===== src/rtl/down_counter_if.sv =====
// down_counter_if: load handshake, control and status bundle for down_counter.
interface down_counter_if #(parameter int WIDTH = 8);
   logic             load_valid;
   logic             load_ready;
   logic [WIDTH-1:0] load_value;
   logic             en;
   logic             abort;
   logic [WIDTH-1:0] dout;
   logic             busy;
   logic             done;
   modport master (output load_valid, load_value, en, abort, input load_ready, dout, busy, done);
   modport slave  (input load_valid, load_value, en, abort, output load_ready, dout, busy, done);
endinterface


===== src/rtl/down_counter.sv =====
// down_counter: loadable down-counting timer with valid/ready load and a one-cycle done pulse.
// Define DOWN_COUNTER_AUTO_RELOAD_EN to restart from the last loaded value on expiry.
module down_counter #(parameter int WIDTH = 8) (
   input logic clk,
   input logic rst,
   down_counter_if.slave bus
);
   typedef enum logic {IDLE, RUN} state_t;
   state_t state, state_nx;
   logic [WIDTH-1:0] cnt, cnt_nx;
   logic done_q, done_nx;
`ifdef DOWN_COUNTER_AUTO_RELOAD_EN
   logic [WIDTH-1:0] reload_q;
   always_ff @(posedge clk or posedge rst)
      if (rst) reload_q <= '0;
      else if (state == IDLE && bus.load_valid) reload_q <= bus.load_value;
`endif
   always_ff @(posedge clk or posedge rst)
      if (rst) begin
         state  <= IDLE;
         cnt    <= '0;
         done_q <= 1'b0;
      end else begin
         state  <= state_nx;
         cnt    <= cnt_nx;
         done_q <= done_nx;
      end
   // abort outranks expiry, expiry outranks a plain decrement
   always_comb begin
      state_nx = state;
      cnt_nx   = cnt;
      done_nx  = 1'b0;
      if (state == IDLE) begin
         if (bus.load_valid) begin
            cnt_nx   = bus.load_value;
            state_nx = (bus.load_value == '0) ? IDLE : RUN;
            done_nx  = (bus.load_value == '0);
         end
      end else if (bus.abort) begin
         state_nx = IDLE;
         cnt_nx   = '0;
      end else if (bus.en) begin
         if (cnt == WIDTH'(1)) begin
            done_nx = 1'b1;
`ifdef DOWN_COUNTER_AUTO_RELOAD_EN
            cnt_nx  = reload_q;
`else
            cnt_nx   = '0;
            state_nx = IDLE;
`endif
         end else cnt_nx = cnt - WIDTH'(1);
      end
   end
   assign bus.load_ready = (state == IDLE);
   assign bus.busy       = (state == RUN);
   assign bus.dout       = cnt;
   assign bus.done       = done_q;
endmodule


===== src/flat_wrapper.sv =====
// flat-port wrapper written by rule: the top's interface ports become plain ports
module down_counter_flat 
#(parameter int WIDTH = 8)
  (clk, rst, bus_load_valid, bus_load_value, bus_en, bus_abort, bus_load_ready, bus_dout, bus_busy, bus_done);
  down_counter_if #(.WIDTH(WIDTH)) bus_i ();
  input logic clk;
  input logic rst;
  input wire logic [$bits(bus_i.load_valid)-1:0] bus_load_valid;
  input wire logic [$bits(bus_i.load_value)-1:0] bus_load_value;
  input wire logic [$bits(bus_i.en)-1:0] bus_en;
  input wire logic [$bits(bus_i.abort)-1:0] bus_abort;
  output wire logic [$bits(bus_i.load_ready)-1:0] bus_load_ready;
  output wire logic [$bits(bus_i.dout)-1:0] bus_dout;
  output wire logic [$bits(bus_i.busy)-1:0] bus_busy;
  output wire logic [$bits(bus_i.done)-1:0] bus_done;
  assign bus_i.load_valid = bus_load_valid;
  assign bus_i.load_value = bus_load_value;
  assign bus_i.en = bus_en;
  assign bus_i.abort = bus_abort;
  assign bus_load_ready = bus_i.load_ready;
  assign bus_dout = bus_i.dout;
  assign bus_busy = bus_i.busy;
  assign bus_done = bus_i.done;
  down_counter #(.WIDTH(WIDTH)) u_core (.clk(clk), .rst(rst), .bus(bus_i));
endmodule

===== config.mk =====
export PLATFORM = sky130hd
export DESIGN_NAME = down_counter_flat
export DESIGN_NICKNAME = d
export VERILOG_FILES = /design/src/rtl/down_counter_if.sv /design/src/rtl/down_counter.sv /design/src/flat_wrapper.sv
export SDC_FILE = /design/constraint.sdc
export NUM_CORES = 1
export LEC_CHECK = 0
export CORE_MARGIN = 2
export CORE_UTILIZATION = 40
export CTS_CLUSTER_DIAMETER = 120
export DETAILED_ROUTE_END_ITERATION = 16
export HOLD_SLACK_MARGIN = 0.1
export PLACE_DENSITY = 0.71
export RECOVER_POWER = 25
export SYNTH_ARGS = -nofsm -noshare
export SYNTH_HDL_FRONTEND = slang
export SYNTH_SLANG_ARGS = --single-unit

===== constraint.sdc =====
create_clock -name clk -period 2.35 [get_ports clk]
set_input_delay 0.47 -clock clk [delete_from_list [all_inputs] [get_ports clk]]
set_output_delay 0.47 -clock clk [all_outputs]
set_load 0.005 [all_outputs]

Word-level counts from Yosys, hierarchy flattened
Index checks and enable logic that the tools add are counted.
{"block": "word_totals", "regBits": 10, "input_bits": 13, "word_cells": 26, "output_inout_bits": 11}
{"block": "classes", "n_eq_ne": 2, "n_reduce_logical": 3, "bitwise_logic": 1, "addsub": 1, "n_mux": 16}
{"operator": "two-way mux 8 bit", "count": 5}
{"operator": "two-way mux 1 bit", "count": 11}
{"operator": "equality test 8 x 1 -> 1 bit, second input constant", "count": 1}
{"operator": "zero test 8 bit", "count": 1}
{"operator": "subtractor 8 x 1 -> 8 bit, second input constant", "count": 1}
{"operator": "!= test 3 bit, second input constant", "count": 1}
{"operator": "AND reduction 2 bit", "count": 1}
{"operator": "nonzero test 2 bit", "count": 1}
{"operator": "NOT 1 bit", "count": 1}

Logic depth before layout (Yosys ltp)
{"block": "depth", "depth_word": 5, "depth_mapped": 5}

Least setup slack after synthesis
No wires, ideal clock.
{"block": "synth_path", "path_type": "input port to flip-flop", "startpoint": "in bus_abort", "endpoint": "reg u_core.cnt[3], in the netlist u_core.bus.dout[3]", "path_buffers": 0, "path_stages": 4, "setup_time_ns": 0.071, "setup_slack_ns": 0.931, "arrival_ns": 1.348, "t_required_ns": 2.279, "path_cell_list": "and2b_4 nand2_2 or4b_1 nand4_1"}
{"block": "synth_between", "elab_chain_len": 2, "word_cells_on_any_way": 4, "classes_between": "eq/ne: 1; mux: 2; reduce/logical: 1"}
{"item": "start: declaration", "line": "flat_wrapper.sv:11", "text": "input wire logic [$bits(bus_i.abort)-1:0] bus_abort;"}
{"item": "!= test 3 bit (no source line) / two-way mux 8 bit (equally long branches)"}
{"item": "AND reduction 2 bit (no source line) / two-way mux 8 bit (equally long branches)"}
{"item": "end signal: assignment", "line": "down_counter.sv:25", "text": "cnt <= cnt_nx;"}
{"item": "end: declaration", "line": "down_counter.sv:10", "text": "logic [WIDTH-1:0] cnt, cnt_nx;"}
Several ways; a longest one is shown, not always the timed one.
A chain may end at the register's enable or synchronous reset.

Final worst setup path
{"block": "layout_path", "startpoint": "reg u_core.cnt[2], in the netlist u_core.bus.dout[2]", "endpoint": "out bus_dout[2]"}
{"item": "end: declaration", "line": "flat_wrapper.sv:13", "text": "output wire logic [$bits(bus_i.dout)-1:0] bus_dout;"}
No word-level cell between the ends.

==> flow_summary.json <==
{
  "status": "finished, final reports clean",
  "drc": 0,
  "period_share_pct": 77.3,
  "postSynthNetCount": 95,
  "cts.sinks": 10,
  "post_drt_wl_per_cell_um": 14.8,
  "ioPinCount": 24,
  "syn_to_final_growth_pct": 43.2,
  "clockBufferDepth": 2,
  "grt_max_degree": 11,
  "internal_power_mw": 0.500,
  "via_count": 702,
  "place.gp.congestion": 0.805,
  "core_area_um2": 1540,
  "holdBufCountCts": 0,
  "critical_path_required_ps": 1880,
  "cts_buffers": 3,
  "critPathSlowestCell": "clkdlybuf4s50_1",
  "first_iter_violations": 6,
  "place_area_um2": 922,
  "final_layout_size_suffix_gt1_share_pct": 9.35,
  "fin_skew_ps": 0.417,
  "p_leak_nw": 0.414,
  "dp.cells": 119,
  "yosysTopAreaCell": "dfrtp_1",
  "setup_viol": 0,
  "diodes": 0,
  "die_h_um": 44.9,
  "slowest_delay_ps": 560,
  "yosys-top-cells-count": "dfrtp_1 (10), nor2_1 (10), nand2_1 (8)",
  "drtAntennaViolNets": 0,
  "path_clk_slew_ps": 70,
  "synth_edf_count": 0,
  "hold_slack_ps": 607,
  "hold_class": "input pin to async pin",
  "netlist_area_um2": 669,
  "cts_tree": "done",
  "worstMarginPinSlew_ps": 398,
  "hold_viol": 0,
  "vias_per_cell": 5.71,
  "nNetsFinal": 123,
  "synthCells": 80,
  "port_buffers": 23,
  "worstPathArrival_ps": 1350,
  "track_usage_pct": 20.0,
  "async_flop_share_pct": 100,
  "relSlewSlack_pct": 73.4,
  "wl_um": 1820,
  "avgSynthCellArea_um2": 8.37,
  "drv_cap": 0,
  "cp_top_family": "buffers and inverters",
  "post-dp-hpwl_um": 1380,
  "initial_core_util_pct": 43.4,
  "switching_power_mw": 0.292,
  "ctsResizeCount": 0,
  "synth-seq-cells": 10,
  "layoutNonFillerInstCount": 123,
  "fill_cells": 145,
  "ys_warn_count": 0,
  "cts-root-buf": "clkbuf_4",
  "clkLatencyLatePin_ps": 280,
  "critPathMaxFanout": 7,
  "seqPwrFrac_pct": 36.7,
  "path_class": "flop to output port",
  "final_max_slew_viol_count": 0,
  "reg2reg_slack_ps": 850,
  "cp-end-kind": "output port",
  "p_clk_share_pct": 20.4,
  "peakVddDrop_uv": 443,
  "die_area_um2": 2020,
  "grt_pass1_vias": 624,
  "final_area_um2": 958,
  "rsz0062_at_grt": "false",
  "min_period_ps": 1820,
  "grt_pass1_wl_um": 2850,
  "gr-total-overflow": 0,
  "ys.flop_type": "dfrtp_1",
  "tns_ps": 0,
  "power_density_nw_per_um2": 827,
  "path_cells": "clkdlybuf4s50_1",
  "switching_share_pct": 36.9,
  "synthDistinctLibCells": 30,
  "max_freq_mhz": 551,
  "postCtsSetupRepairBufs": 0,
  "ys_seq_area_share_pct": 37.4,
  "dieWidth_um": 44.9,
  "rows": 14,
  "antenna_found_initial": 0,
  "netlist_top_cells_area": "dfrtp_1 (37%), nor2_1 (5.6%), a21oi_1 (4.5%)",
  "htree_levels": 1,
  "pwr-share-comb_pct": 43.0,
  "firstDrtPassIters": 4,
  "synth_top_area_share_pct": 37.4,
  "cp-start-kind": "flop",
  "path_buf_inv": 1
}
## worst reg2reg max path, cell delays in order, from the launching register on
cell and delay (ps):
dfrtp_1 460, nor3_4 300, nand4b_2 250, a31oi_1 230, o221ai_1 130
## cell families after synthesis
family / after synthesis / share of synthesized area [%]
AO/OA/AOI/OAI: 20 / 18.1
adder cells (fa/ha/maj): 2 / 3.74
multiplexers: 3 / 4.49
buffers and inverters: 7 / 4.11
flip-flops: 10 / 37.4
AND/OR/NAND/NOR: 38 / 32.2
## layout make-up
cell class / instances / area, um2 / area share, %
sequential: 10 / 250 / 26.1
multi-input combinational: 63 / 392 / 40.9
clock buffer: 4 / 36.3 / 3.79
inverter: 6 / 22.5 / 2.35
timing repair buffer: 24 / 238 / 24.8
tap: 16 / 20.0 / 2.09
## cells in the final DEF (no fill, tap or decap), types with 3 or more instances in the layout
master,Yosys,final
a21oi_1,6,6
mux2i_1,3,3
nand3_1,6,6
o22ai_1,4,4
inv_1,6,6
dfrtp_1,10,10
nand2_1,8,8
clkbuf_4,0,3
clkdlybuf4s50_1,0,22
nor2_1,10,10
## layer usage
layer / track usage (%) / vias to the layer above / wire length [um]
met3: 4.40 / 5 / 137
met1: 25.9 / 322 / 775
li1: - / 345 / -
met5: 0 / - / 0
met4: 9.41 / 0 / 41
met2: 31.9 / 30 / 865
## per-stage QoR
stage | util (%) | setup WS, ps | power, mW
finish | 62.2 | 534 | 0.792
global route | 62.2 | 501 | 0.845
CTS | 62.2 | 540 | 0.793
detailed placement | 59.8 | 386 | 0.632
global placement | 59.8 | 410 | 0.628
floorplan | - | 931 | 0.465
## power groups by stage
stage,sequential (mW),combinational [mW],clock (mW)
finish,0.291,0.340,0.161
global route,0.299,0.374,0.172
CTS,0.289,0.341,0.162
detailed placement,0.293,0.340,0
global placement,0.288,0.340,0
floorplan,0.280,0.184,0
## sequential cells by signal (all words and copies together), names as in the netlist
name             flops
u_core.bus.busy      1
u_core.bus.done      1
u_core.bus.dout      8
## path summary, 6_finish.rpt
| kind | start | to | cells after the start |
|---|---|---|---|
| max | u_core.bus.dout[2] | bus_dout[2] | 1 |
| min | rst | u_core.bus.dout[4] | 2 |
| min reg2reg | u_core.bus.dout[5] | u_core.bus.dout[5] | 1 |
| max reg2reg | u_core.bus.dout[3] | u_core.bus.dout[6] | 4 |
| min in group clk | u_core.bus.dout[5] | u_core.bus.dout[5] | 1 |
| max in group asynchronous | rst | u_core.bus.dout[7] | 2 |
Power figures use the tool's default switching activity.
